**src/rtl/wb_sched_pkg.sv**
```systemverilog
// wb_sched_pkg: shared state encoding and select-bus layout for the
// write-back port scheduler.
package wb_sched_pkg;
   typedef enum logic [1:0] {
      NORMAL    = 2'd0,
      LSU_BOOST = 2'd1,
      ALU_BOOST = 2'd2
   } sched_state_t;
   localparam int SEL_ALU_LSB = 0;
   localparam int SEL_LSU     = 8;
   localparam int SEL_SALU    = 9;
   localparam int SEL_W       = 16;
endpackage

```
**src/rtl/wb_port_sched_rr_pick8.sv**
```systemverilog
// rr_pick8: combinational rotating-priority pick of the first set request
// at or after ptr, wrapping from index 7 to 0.
module rr_pick8 (
   input  logic [7:0] req,
   input  logic [2:0] ptr,
   output logic [7:0] onehot,
   output logic [2:0] idx,
   output logic       any
);
   logic [15:0] dbl;
   logic [7:0]  rot;
   assign any = |req;
   always_comb begin
      dbl = {req, req} >> ptr;
      rot = dbl[7:0];
      idx = ptr;
      // rot[k] is req[ptr+k]; scan downward so the lowest offset wins
      for (int k = 7; k >= 0; k--)
         if (rot[k]) idx = ptr + 3'(k);
      onehot = any ? 8'b1 << idx : 8'b0;
   end
endmodule

```
**src/rtl/wb_port_sched.sv**
```systemverilog
// wb_port_sched: write-back port scheduler (SALU/LSU/8 ALU queues) with LSU and ALU boost states.
// Defining WB_SCHED_STATS_EN adds grant and boost-entry statistics counters.
module wb_port_sched
   import wb_sched_pkg::*;
#(
   parameter int NUM_ALU      = 8,
   parameter int LSU_MAX_WAIT = 4,
   parameter int ALU_MAX_WAIT = 8,
   parameter int WAIT_CNT_W   = 4
) (
   input  logic               clk,
   input  logic               rst,
   input  logic [NUM_ALU-1:0] alu_req,
   input  logic               lsu_dest_wr_req,
   input  logic               salu_req,
   output logic [NUM_ALU-1:0] alu_serviced,
   output logic               lsu_wait,
   output logic               salu_wait,
   output logic [SEL_W-1:0]   execvgprsgpr_select_fu
`ifdef WB_SCHED_STATS_EN
   ,
   output logic [31:0]        stat_salu_grants,
   output logic [31:0]        stat_lsu_grants,
   output logic [31:0]        stat_alu_grants,
   output logic [15:0]        stat_boost_entries
`endif
);
   localparam logic [WAIT_CNT_W-1:0] LSU_MAX = WAIT_CNT_W'(LSU_MAX_WAIT);
   localparam logic [WAIT_CNT_W-1:0] ALU_MAX = WAIT_CNT_W'(ALU_MAX_WAIT);
   localparam logic [WAIT_CNT_W-1:0] CNT_ONE = WAIT_CNT_W'(1);
   sched_state_t          state, state_next;
   logic [2:0]            rr_ptr;
   logic [WAIT_CNT_W-1:0] lsu_cnt, alu_cnt, lsu_cnt_next, alu_cnt_next;
   logic [7:0]            pick_oh;
   logic [2:0]            pick_idx;
   logic                  pick_any;
   logic                  salu_grant, lsu_grant, alu_grant, lsu_hit, alu_hit;
   rr_pick8 u_pick (
      .req    (alu_req),
      .ptr    (rr_ptr),
      .onehot (pick_oh),
      .idx    (pick_idx),
      .any    (pick_any)
   );
   // Grants are suppressed entirely while reset is held.
   always_comb begin
      salu_grant = 1'b0;
      lsu_grant  = 1'b0;
      alu_grant  = 1'b0;
      if (rst)
         case (state)
            LSU_BOOST: begin
               lsu_grant  = lsu_dest_wr_req;
               salu_grant = salu_req & ~lsu_dest_wr_req;
               alu_grant  = pick_any & ~lsu_dest_wr_req & ~salu_req;
            end
            ALU_BOOST: begin
               alu_grant  = pick_any;
               salu_grant = salu_req & ~pick_any;
               lsu_grant  = lsu_dest_wr_req & ~pick_any & ~salu_req;
            end
            default: begin
               salu_grant = salu_req;
               lsu_grant  = lsu_dest_wr_req & ~salu_req;
               alu_grant  = pick_any & ~salu_req & ~lsu_dest_wr_req;
            end
         endcase
      lsu_cnt_next = (~lsu_dest_wr_req | lsu_grant) ? '0 :
                     (lsu_cnt == LSU_MAX) ? LSU_MAX : lsu_cnt + CNT_ONE;
      alu_cnt_next = (~pick_any | alu_grant) ? '0 :
                     (alu_cnt == ALU_MAX) ? ALU_MAX : alu_cnt + CNT_ONE;
      lsu_hit = lsu_cnt_next == LSU_MAX;
      alu_hit = alu_cnt_next == ALU_MAX;
      state_next = state;
      case (state)
         LSU_BOOST: if (lsu_grant | ~lsu_dest_wr_req) state_next = alu_hit ? ALU_BOOST : NORMAL;
         ALU_BOOST: if (alu_grant | ~pick_any) state_next = NORMAL;
         default:   state_next = lsu_hit ? LSU_BOOST : alu_hit ? ALU_BOOST : NORMAL;
      endcase
   end
   always_comb begin
      alu_serviced = alu_grant ? pick_oh : '0;
      lsu_wait     = rst & lsu_dest_wr_req & ~lsu_grant;
      salu_wait    = rst & salu_req & ~salu_grant;
      execvgprsgpr_select_fu = '0;
      execvgprsgpr_select_fu[SEL_ALU_LSB +: NUM_ALU] = alu_serviced;
      execvgprsgpr_select_fu[SEL_LSU]  = lsu_grant;
      execvgprsgpr_select_fu[SEL_SALU] = salu_grant;
   end
   always_ff @(posedge clk)
      if (!rst) begin
         state   <= NORMAL;
         rr_ptr  <= '0;
         lsu_cnt <= '0;
         alu_cnt <= '0;
      end else begin
         state   <= state_next;
         lsu_cnt <= lsu_cnt_next;
         alu_cnt <= alu_cnt_next;
         if (alu_grant) rr_ptr <= pick_idx + 3'd1;
      end
`ifdef WB_SCHED_STATS_EN
   always_ff @(posedge clk)
      if (!rst) begin
         stat_salu_grants   <= '0;
         stat_lsu_grants    <= '0;
         stat_alu_grants    <= '0;
         stat_boost_entries <= '0;
      end else begin
         if (salu_grant) stat_salu_grants <= stat_salu_grants + 32'd1;
         if (lsu_grant)  stat_lsu_grants  <= stat_lsu_grants + 32'd1;
         if (alu_grant)  stat_alu_grants  <= stat_alu_grants + 32'd1;
         if ((state_next == LSU_BOOST && state != LSU_BOOST) ||
             (state_next == ALU_BOOST && state != ALU_BOOST))
            stat_boost_entries <= stat_boost_entries + 16'd1;
      end
`endif
endmodule

```
**config.mk**
```make
export PLATFORM = sky130hd
export DESIGN_NAME = wb_port_sched
export DESIGN_NICKNAME = d
export VERILOG_FILES = /design/src/rtl/wb_sched_pkg.sv /design/src/rtl/wb_port_sched_rr_pick8.sv /design/src/rtl/wb_port_sched.sv
export SDC_FILE = /design/constraint.sdc
export NUM_CORES = 1
export LEC_CHECK = 0
export BUFFER_PORTS_ARGS = -buffer_cell sky130_fd_sc_hd__buf_2
export CORE_MARGIN = 5
export CORE_UTILIZATION = 30
export DETAILED_ROUTE_END_ITERATION = 12
export GPL_ROUTABILITY_DRIVEN = 0
export PLACE_DENSITY_LB_ADDON = 0.25
export SKIP_CTS_REPAIR_TIMING = 1
export SYNTH_ARGS = -nofsm -noshare
export SYNTH_HDL_FRONTEND = slang
export SYNTH_SLANG_ARGS = --single-unit
```
**constraint.sdc**
```tcl
create_clock -name clk -period 3.1 [get_ports clk]
set_clock_uncertainty 0.15 [all_clocks]
set_input_delay 0 -clock clk [delete_from_list [all_inputs] [get_ports clk]]
set_output_delay 0 -clock clk [all_outputs]
set_load 0.02 [all_outputs]
```
# Word-level counts from Yosys, hierarchy flattened
# Cells that the tools add are included.
# op_classes
add_sub_neg	10
eq_ne	8
n_shift	2
muxes	25
n_bitwise	20
reduce_logical	2
# op_table
cell	n
$mux 3	8
$mux 4	4
$mux 8	2
$shr 16x3->8	1
$and 1x1->1	13
$add 3x3->3 const B	4
$add 4x1->4 const B	2
$eq 4x3->1 const B	2
$eq 4x4->1 const B	2
$mux 2	4
$reduce_or 8->1	1
$shl 1x3->8 const A	1
$add 3x1->3 const B	2
$add 3x2->3 const B	2
$pmux 1 s2	3
$not 1->1	5
$ne 2x2->1 const B	2
$pmux 2 s2	1
$mux 1	3
$eq 2x1->1 const B	1
$eq 2x2->1 const B	1
$or 1x1->1	2
$reduce_and 2->1	1
# totals
register_bits	13
inputBits	12
elab_cells	71

# Longest topological paths before layout
# Gate-level depths: netlist (run 1).
# depth
depth_word	12
depth_mapped	14
depth_no_buf	12

# By module
# From an unflattened synthesis (run 1), not the netlist that was laid out.
# unflattened
cells_unflattened	274
hier_area_um2	2270.9
# by_module_without_submodules
mod	instances	cells_per_inst	area_per_inst_um2
rr_pick8	1	153	1296.2
wb_port_sched	1	121	974.7

# Least setup slack after synthesis (run 1)
# OpenSTA, ideal clock, no wires.
# synth_path
kind	reg2out
from	register rr_ptr[0]
to	output execvgprsgpr_select_fu[5]
t_arrival_ns	2.955
required_time_ns	2.950
path_slack_ns	-0.005
path_stages_with_launch	9
cell_sequence	dfxtp_1 buf_2 mux4_2 mux2_4 or3_1 o2111a_1 a31o_1 nor3_1 buf_4
# synth_via
elab_chain_cells	12
# synth_lines
element	line	text
start, declared	wb_port_sched.sv:32	logic [2:0] rr_ptr;
start signal, assigned	wb_port_sched.sv:100	if (alu_grant) rr_ptr <= pick_idx + 3'd1;
$add 3x3->3 / $shr 16x3->8 (equally long branches)	wb_port_sched_rr_pick8.sv:19, wb_port_sched_rr_pick8.sv:14	
$mux 3 (7 in series)	wb_port_sched_rr_pick8.sv:19	if (rot[k]) idx = ptr + 3'(k);
$mux 3 *	wb_port_sched_rr_pick8.sv:19	
$shl 1x3->8 *	wb_port_sched_rr_pick8.sv:20	onehot = any ? 8'b1 << idx : 8'b0;
$mux 8 *	wb_port_sched_rr_pick8.sv:20	
$mux 8 *	wb_port_sched.sv:82	alu_serviced = alu_grant ? pick_oh : '0;
end, declared	wb_port_sched.sv:19	output logic [SEL_W-1:0] execvgprsgpr_select_fu
# Every way passes the cells marked *; elsewhere a longest branch is shown, timed or not.

# Worst setup path in the final report (run 1)
# layout_path
from	register rr_ptr[1]
to	output execvgprsgpr_select_fu[7]
# The elaborated chain is that of the path after synthesis.

==> flow_metrics.tcl, run 1 <==
set metrics [dict create \
    status "finished clean" \
    grt_pass1_wl_mm 6.95 \
    leakage_nw 0.864 \
    grt_max_degree 21 \
    die_w_um 84.5 \
    hold_path_class "input pin to flop" \
    hold_end "lsu_cnt[2]" \
    tns_ns 0 \
    cts_root_buf "clkbuf_8" \
    max_freq_ghz 0.333 \
    fin_cells 319 \
    die_h_um 84.5 \
    portBuffers 31 \
    dp_hpwl_mm 3.23 \
    worst_setup_path_start_kind "flop" \
    fillers 560 \
    drive_above_1_share_pct 34.0 \
    drtAntennaViolNets 0 \
    setup_viol 0 \
    drv_cap 0 \
    cts_tree "yes" \
    synth_cells 216 \
    grt_usage_pct 11.2 \
    async_reset_ff_share_pct 0 \
    nets 269 \
    cts_sinks 13 \
    synthTopCellsByCount "nor2_1, a21oi_1, nand2_1, buf_4, inv_1" \
    yosysTopAreaCellShare_pct 15.6 \
    netlist_area_sq_mm 0.00167 \
    wl_per_cell_um 13.1 \
    vias 1656 \
    ys_types 47 \
    sequentialPowerShare_pct 14.8 \
    syn_to_final_growth_pct 23.4 \
    num_io_pins 38 \
    multi_input_area_sq_mm 0.00131 \
    start_util_pct 30.6 \
    timing.final.max_slew_violations 0 \
    finalCoreUtilization_pct 37.8 \
    yosysWarnings 0 \
    ir_drop_uv 254 \
    r2r_cells 7 \
    finalHoldViolations 0 \
    fin_crit_ns 3.00 \
    routed_via_density 5.19 \
    net-switching-power_mw 0.734 \
    seqCellArea_sq_um 268 \
    arrival_ns 2.85 \
    reg2reg_to "rr_ptr[1]" \
    insertedDiodeCount 0 \
    drt_iter0_markers 93 \
    end_kind "output pin" \
    regToRegSetupSlack_ns 0.33 \
    path_class "flop to output pin" \
    cp.required_ns 2.95 \
    die_area_sq_mm 0.00714 \
    synth_area_per_cell_sq_um 7.71 \
    insertion_delay_ns 0.24 \
    r2r_start "rr_ptr[1]" \
    pwr_density_cell_mw_per_mm2 753 \
    grt_pass1_vias 1532 \
    swShare_pct 47.4 \
    drc_errors 0 \
    num_rows 27 \
    comb_power_share_pct 75.7 \
    clk_path_buf_depth 2 \
    clkPwrFrac_pct 9.5 \
    overflow 0 \
    hold_path_depth 3 \
    hp-start "lsu_dest_wr_req" \
    ys_seq_area_share_pct 15.6 \
    cp_max_fo 6 \
    synth_edf_count 0 \
    finalWirelength_mm 4.19 \
    dr.pass1.iters 4 \
    synth_seq_cells 13 \
    place_area_sq_mm 0.00185 \
    grt_antenna_before_repair 0 \
    p_int_mw 0.814 \
    period_share_pct 96.7 \
    setup_ws_ns 0.101 \
    fin_area_sq_mm 0.00206 \
    dpl_worst_slack_ns 0.132 \
    yosysTopAreaCell "dfxtp_1" \
    dp_cells 311 \
    synth_area_leaders "dfxtp_1, mux4_2, buf_4, ha_1, a21oi_1" \
    clk_pin_slew_ns 0.06 \
    cts_made_buffers 3 \
    cts_max_level 1 \
    core_sq_mm 0.00544 \
    ys_dominant_reg_cell "dfxtp_1" \
    yosysMostFrequentCell "nor2_1" \
]
## power by group through the flow
stage	Combinational, mW	Clock [mW]	Sequential (mW)
2_1_floorplan	0.779	0	0.197
3_3_place_gp	1.00	0	0.226
3_5_place_dp	0.989	0	0.226
4_1_cts	0.993	0.154	0.222
5_1_grt	1.28	0.169	0.235
6_report	1.17	0.147	0.229
## cell families (layout without fill, tap and decap cells)
| family | Yosys count | after routing | share of synthesized area (%) |
|---|---|---|---|
| flip-flops | 13 | 13 | 15.6 |
| buffers and inverters | 40 | 66 | 13.2 |
| multiplexers | 17 | 17 | 16.8 |
| AO/OA/AOI/OAI | 55 | 55 | 23.0 |
| AND/OR/NAND/NOR | 79 | 79 | 23.3 |
| other | 1 | 6 | 0.225 |
| XOR/XNOR | 2 | 2 | 1.05 |
| adder cells (fa/ha/maj) | 9 | 9 | 6.76 |
## per-layer routing
metal / GRT usage, % / vias to the layer above / wire length [um]
li1: - / 834 / -
met1: 14.5 / 781 / 1850
met2: 20.0 / 36 / 2180
met3: 1.18 / 5 / 145
met4: 2.01 / 0 / 21
met5: 0 / - / 0
## per-stage QoR
step / hold WS, ns / power [mW]
floorplan: 0.0420 / 0.976
global placement: 0.201 / 1.23
detailed placement: 0.203 / 1.21
CTS: -0.0463 / 1.37
global route: 0.0305 / 1.69
finish: 0.00526 / 1.55
## flip-flops by register name, indices dropped and copies added, names as in the netlist
name,count
lsu_cnt,4
rr_ptr,3
state,2
alu_cnt,4
## area by class of cell
class / count / area share (%)
well taps: 72 / 4.38
flip-flops and latches: 13 / 13.0
clock inverters: 1 / 0.243
multi-input cells: 168 / 63.5
repair buffers: 46 / 13.9
inverters: 16 / 2.92
clock buffers: 3 / 2.01
## cell usage in the layout, fill, tap and decap left out, types with 3 or more instances in the layout
cell and count:
mux2i_1 3, and2_1 4, conb_1 6, and3_1 3, nand3_1 8, nor3_1 3, a21oi_1 17, nor3_2 6
buf_2 29, mux4_2 8, inv_1 15, nand2_1 17, a211oi_1 4, buf_4 13, dfxtp_1 11, o31ai_1 4
nand2b_1 5, o21ai_0 4, clkbuf_8 3, a21o_1 3, mux2_2 3, ha_1 8, nor2_1 18, nand3b_1 3
buf_6 3
## how the worst max path moves through the flow
stage,endpoint,start,slack [ns],cells past startpoint
final,execvgprsgpr_select_fu[7],rr_ptr[1],0.10,9
after global routing,alu_serviced[3],rr_ptr[1],-0.009,11
after CTS,execvgprsgpr_select_fu[7],rr_ptr[1],-0.14,9
after detailed placement,execvgprsgpr_select_fu[7],rr_ptr[1],0.13,9
after global placement,execvgprsgpr_select_fu[7],rr_ptr[1],0.15,9
after floorplan,execvgprsgpr_select_fu[5],rr_ptr[0],-0.005,8
## critical path, stage by stage, from the launching register on
cell and delay, ns:
dfxtp_4 0.40, mux4_2 0.55, mux2_4 0.31, or3_4 0.37
o2111a_1 0.25, and3_4 0.19, nor2_4 0.11, ha_4 0.13
and3_4 0.19, buf_6 0.12
No activity file was read; power rests on OpenSTA's default activity.
==> inputs of run 2 (changes only) <==
--- a/config.mk
+++ b/config.mk
@@ -5,13 +5,14 @@
 export SDC_FILE = /design/constraint.sdc
 export NUM_CORES = 1
 export LEC_CHECK = 0
-export BUFFER_PORTS_ARGS = -buffer_cell sky130_fd_sc_hd__buf_2
 export CORE_MARGIN = 5
 export CORE_UTILIZATION = 30
 export DETAILED_ROUTE_END_ITERATION = 12
+export DONT_BUFFER_PORTS = 1
 export GPL_ROUTABILITY_DRIVEN = 0
 export PLACE_DENSITY_LB_ADDON = 0.25
 export SKIP_CTS_REPAIR_TIMING = 1
 export SYNTH_ARGS = -nofsm -noshare
 export SYNTH_HDL_FRONTEND = slang
+export SYNTH_HIERARCHICAL = 1
 export SYNTH_SLANG_ARGS = --single-unit
==> flow_metrics.tcl, run 2 <==
set metrics [dict create \
    status "finished with violations" \
    violations "negative hold slack, negative setup slack" \
    rsz0062_at_grt "true" \
    wl_per_cell_um 15.8 \
    place_area_sq_mm 0.00248 \
    die_h_um 97.0 \
    top_regs "alu_cnt: 4 flops, lsu_cnt: 4 flops, rr_ptr: 3 flops" \
    finalCoreUtilization_pct 36.4 \
    cts_tree "yes" \
    max_freq_ghz 0.319 \
    setup_ws_ns -0.0376 \
    num_rows 31 \
    insertion_delay_ns 0.24 \
    cts_max_level 1 \
    yosysMostFrequentCell "mux2i_1" \
    core_sq_mm 0.00733 \
    synth_edf_count 0 \
    clk_pin_slew_ns 0.06 \
    setup_viol 8 \
    fin_crit_ns 3.14 \
    synth_area_leaders "dfxtp_1, mux2i_1, mux4_1, buf_4, mux2_2" \
    finalWirelength_mm 6.10 \
    die_w_um 97.0 \
    synth_area_per_cell_sq_um 8.29 \
    hold_path_class "input pin to output pin" \
    ys_types 62 \
    overflow 0 \
    cp_top_family "multiplexers" \
    cp_cell_sequence "mux4_2 -> buf_6 -> mux2_4 -> a211oi_4 -> a2111oi_4 -> o32ai_2 -> buf_4 -> and3_1 -> and2_1 -> buf_12" \
    grt_pass1_wl_mm 9.78 \
    netlist_area_sq_mm 0.00227 \
    synth_cells 274 \
    grt_pass1_vias 2028 \
    path_buf_inv 3 \
    max_stage_delay_ns 0.54 \
    yosysTopAreaCell "dfxtp_1" \
    layout_commonest_cell "buf_4" \
    pwr_density_cell_mw_per_mm2 383 \
    yosysTopAreaCellShare_pct 11.5 \
    insertedDiodeCount 0 \
    drt_iter0_markers 90 \
    cts_root_buf "clkbuf_8" \
    drive_above_1_share_pct 30.6 \
    start_util_pct 31.0 \
    power_mw 1.02 \
    async_reset_ff_share_pct 0 \
    dr.pass1.iters 5 \
    clk_path_buf_depth 2 \
    ys_seq_area_share_pct 11.5 \
    drv_cap 0 \
    finalHoldViolations 1 \
    routed_via_density 5.48 \
    ys_dominant_reg_cell "dfxtp_1" \
    yosysWarnings 6 \
    num_io_pins 38 \
    portBuffers 0 \
    dp_cells 379 \
    grt_max_degree 34 \
    layout_common_cells "buf_4, nor2_1, mux2i_1" \
    cts_sinks 13 \
    period_share_pct 101 \
    arrival_ns 2.99 \
    timing.final.max_slew_violations 0 \
    leakage_nw 1.02 \
    cp.required_ns 2.95 \
    grt_usage_pct 12.1 \
    syn_to_final_growth_pct 17.6 \
    ir_drop_uv 251 \
    end_kind "output pin" \
    drc_errors 0 \
    cts_made_buffers 3 \
    slowest_stage "mux4_2" \
    vias 2121 \
    fin_area_sq_mm 0.00267 \
    hold_slack_ns -0.0227 \
    die_area_sq_mm 0.00941 \
    synthTopCellsByCount "mux2i_1, nor2_1, buf_4, a21oi_1, inv_1" \
    drtAntennaViolNets 0 \
    path_class "flop to output pin" \
    dp_hpwl_mm 4.59 \
    synth_seq_cells 13 \
    cp_max_fo 6 \
    grt_antenna_before_repair 0 \
    nets 310 \
    fin_cells 387 \
    worst_setup_path_start_kind "flop" \
]
[run 2: per-stage QoR]
step | setup WS (ns) | setup TNS (ns)
3_3_place_gp | 0.0586 | 0
2_1_floorplan | 0.189 | 0
5_1_grt | -0.184 | -2.44
3_5_place_dp | -0.0209 | -0.0209
6_report | -0.0376 | -0.184
4_1_cts | -0.233 | -3.06
[run 2: per-layer routing]
| layer | up-vias | part of all wire [%] | GRT usage (%) |
|---|---|---|---|
| met1 | 1016 | 43 | 15.6 |
| met4 | 0 | 1.7 | 3.56 |
| li1 | 1037 | - | - |
| met2 | 57 | 50 | 20.7 |
| met5 | - | 0 | 0 |
| met3 | 11 | 5.4 | 1.65 |
[run 2: power breakdown]
group | switching (mW) | internal, mW | leakage (nW)
Clock | 0.0584 | 0.0906 | 0.0228
Combinational | 0.363 | 0.322 | 0.890
Sequential | 0.0126 | 0.176 | 0.107
Total | 0.434 | 0.589 | 1.02
[run 2: worst paths after layout]
path,startpoint,to,slack [ns],depth (start not counted)
hold / removal,rst,execvgprsgpr_select_fu[8],-0.02,2
setup / recovery,rr_ptr[1],alu_serviced[5],-0.04,10
hold reg to reg,state[1],state[1],0.34,2
setup reg to reg,rr_ptr[1],rr_ptr[2],0.05,10
[run 2: kinds of logic after synthesis]
group,Yosys count,share of synthesized area [%]
buffers and inverters,51,15.2
xor gates and xnor gates,2,0.771
DFF,13,11.5
and+or+nand+nor,81,19.0
AOI/OAI and AO/OA,77,25.5
muxes,40,23.0
adders and majority gates,9,4.96
other,1,0.165
[run 2: area by class of cell]
type / count / area (sq um)
Clock buffer: 4 / 45.0
Timing Repair Buffer: 37 / 404
Inverter: 19 / 72.6
Fill cell: 725 / 4660
Tap cell: 99 / 124
Sequential cell: 13 / 265
Multi-Input combinational cell: 215 / 1760
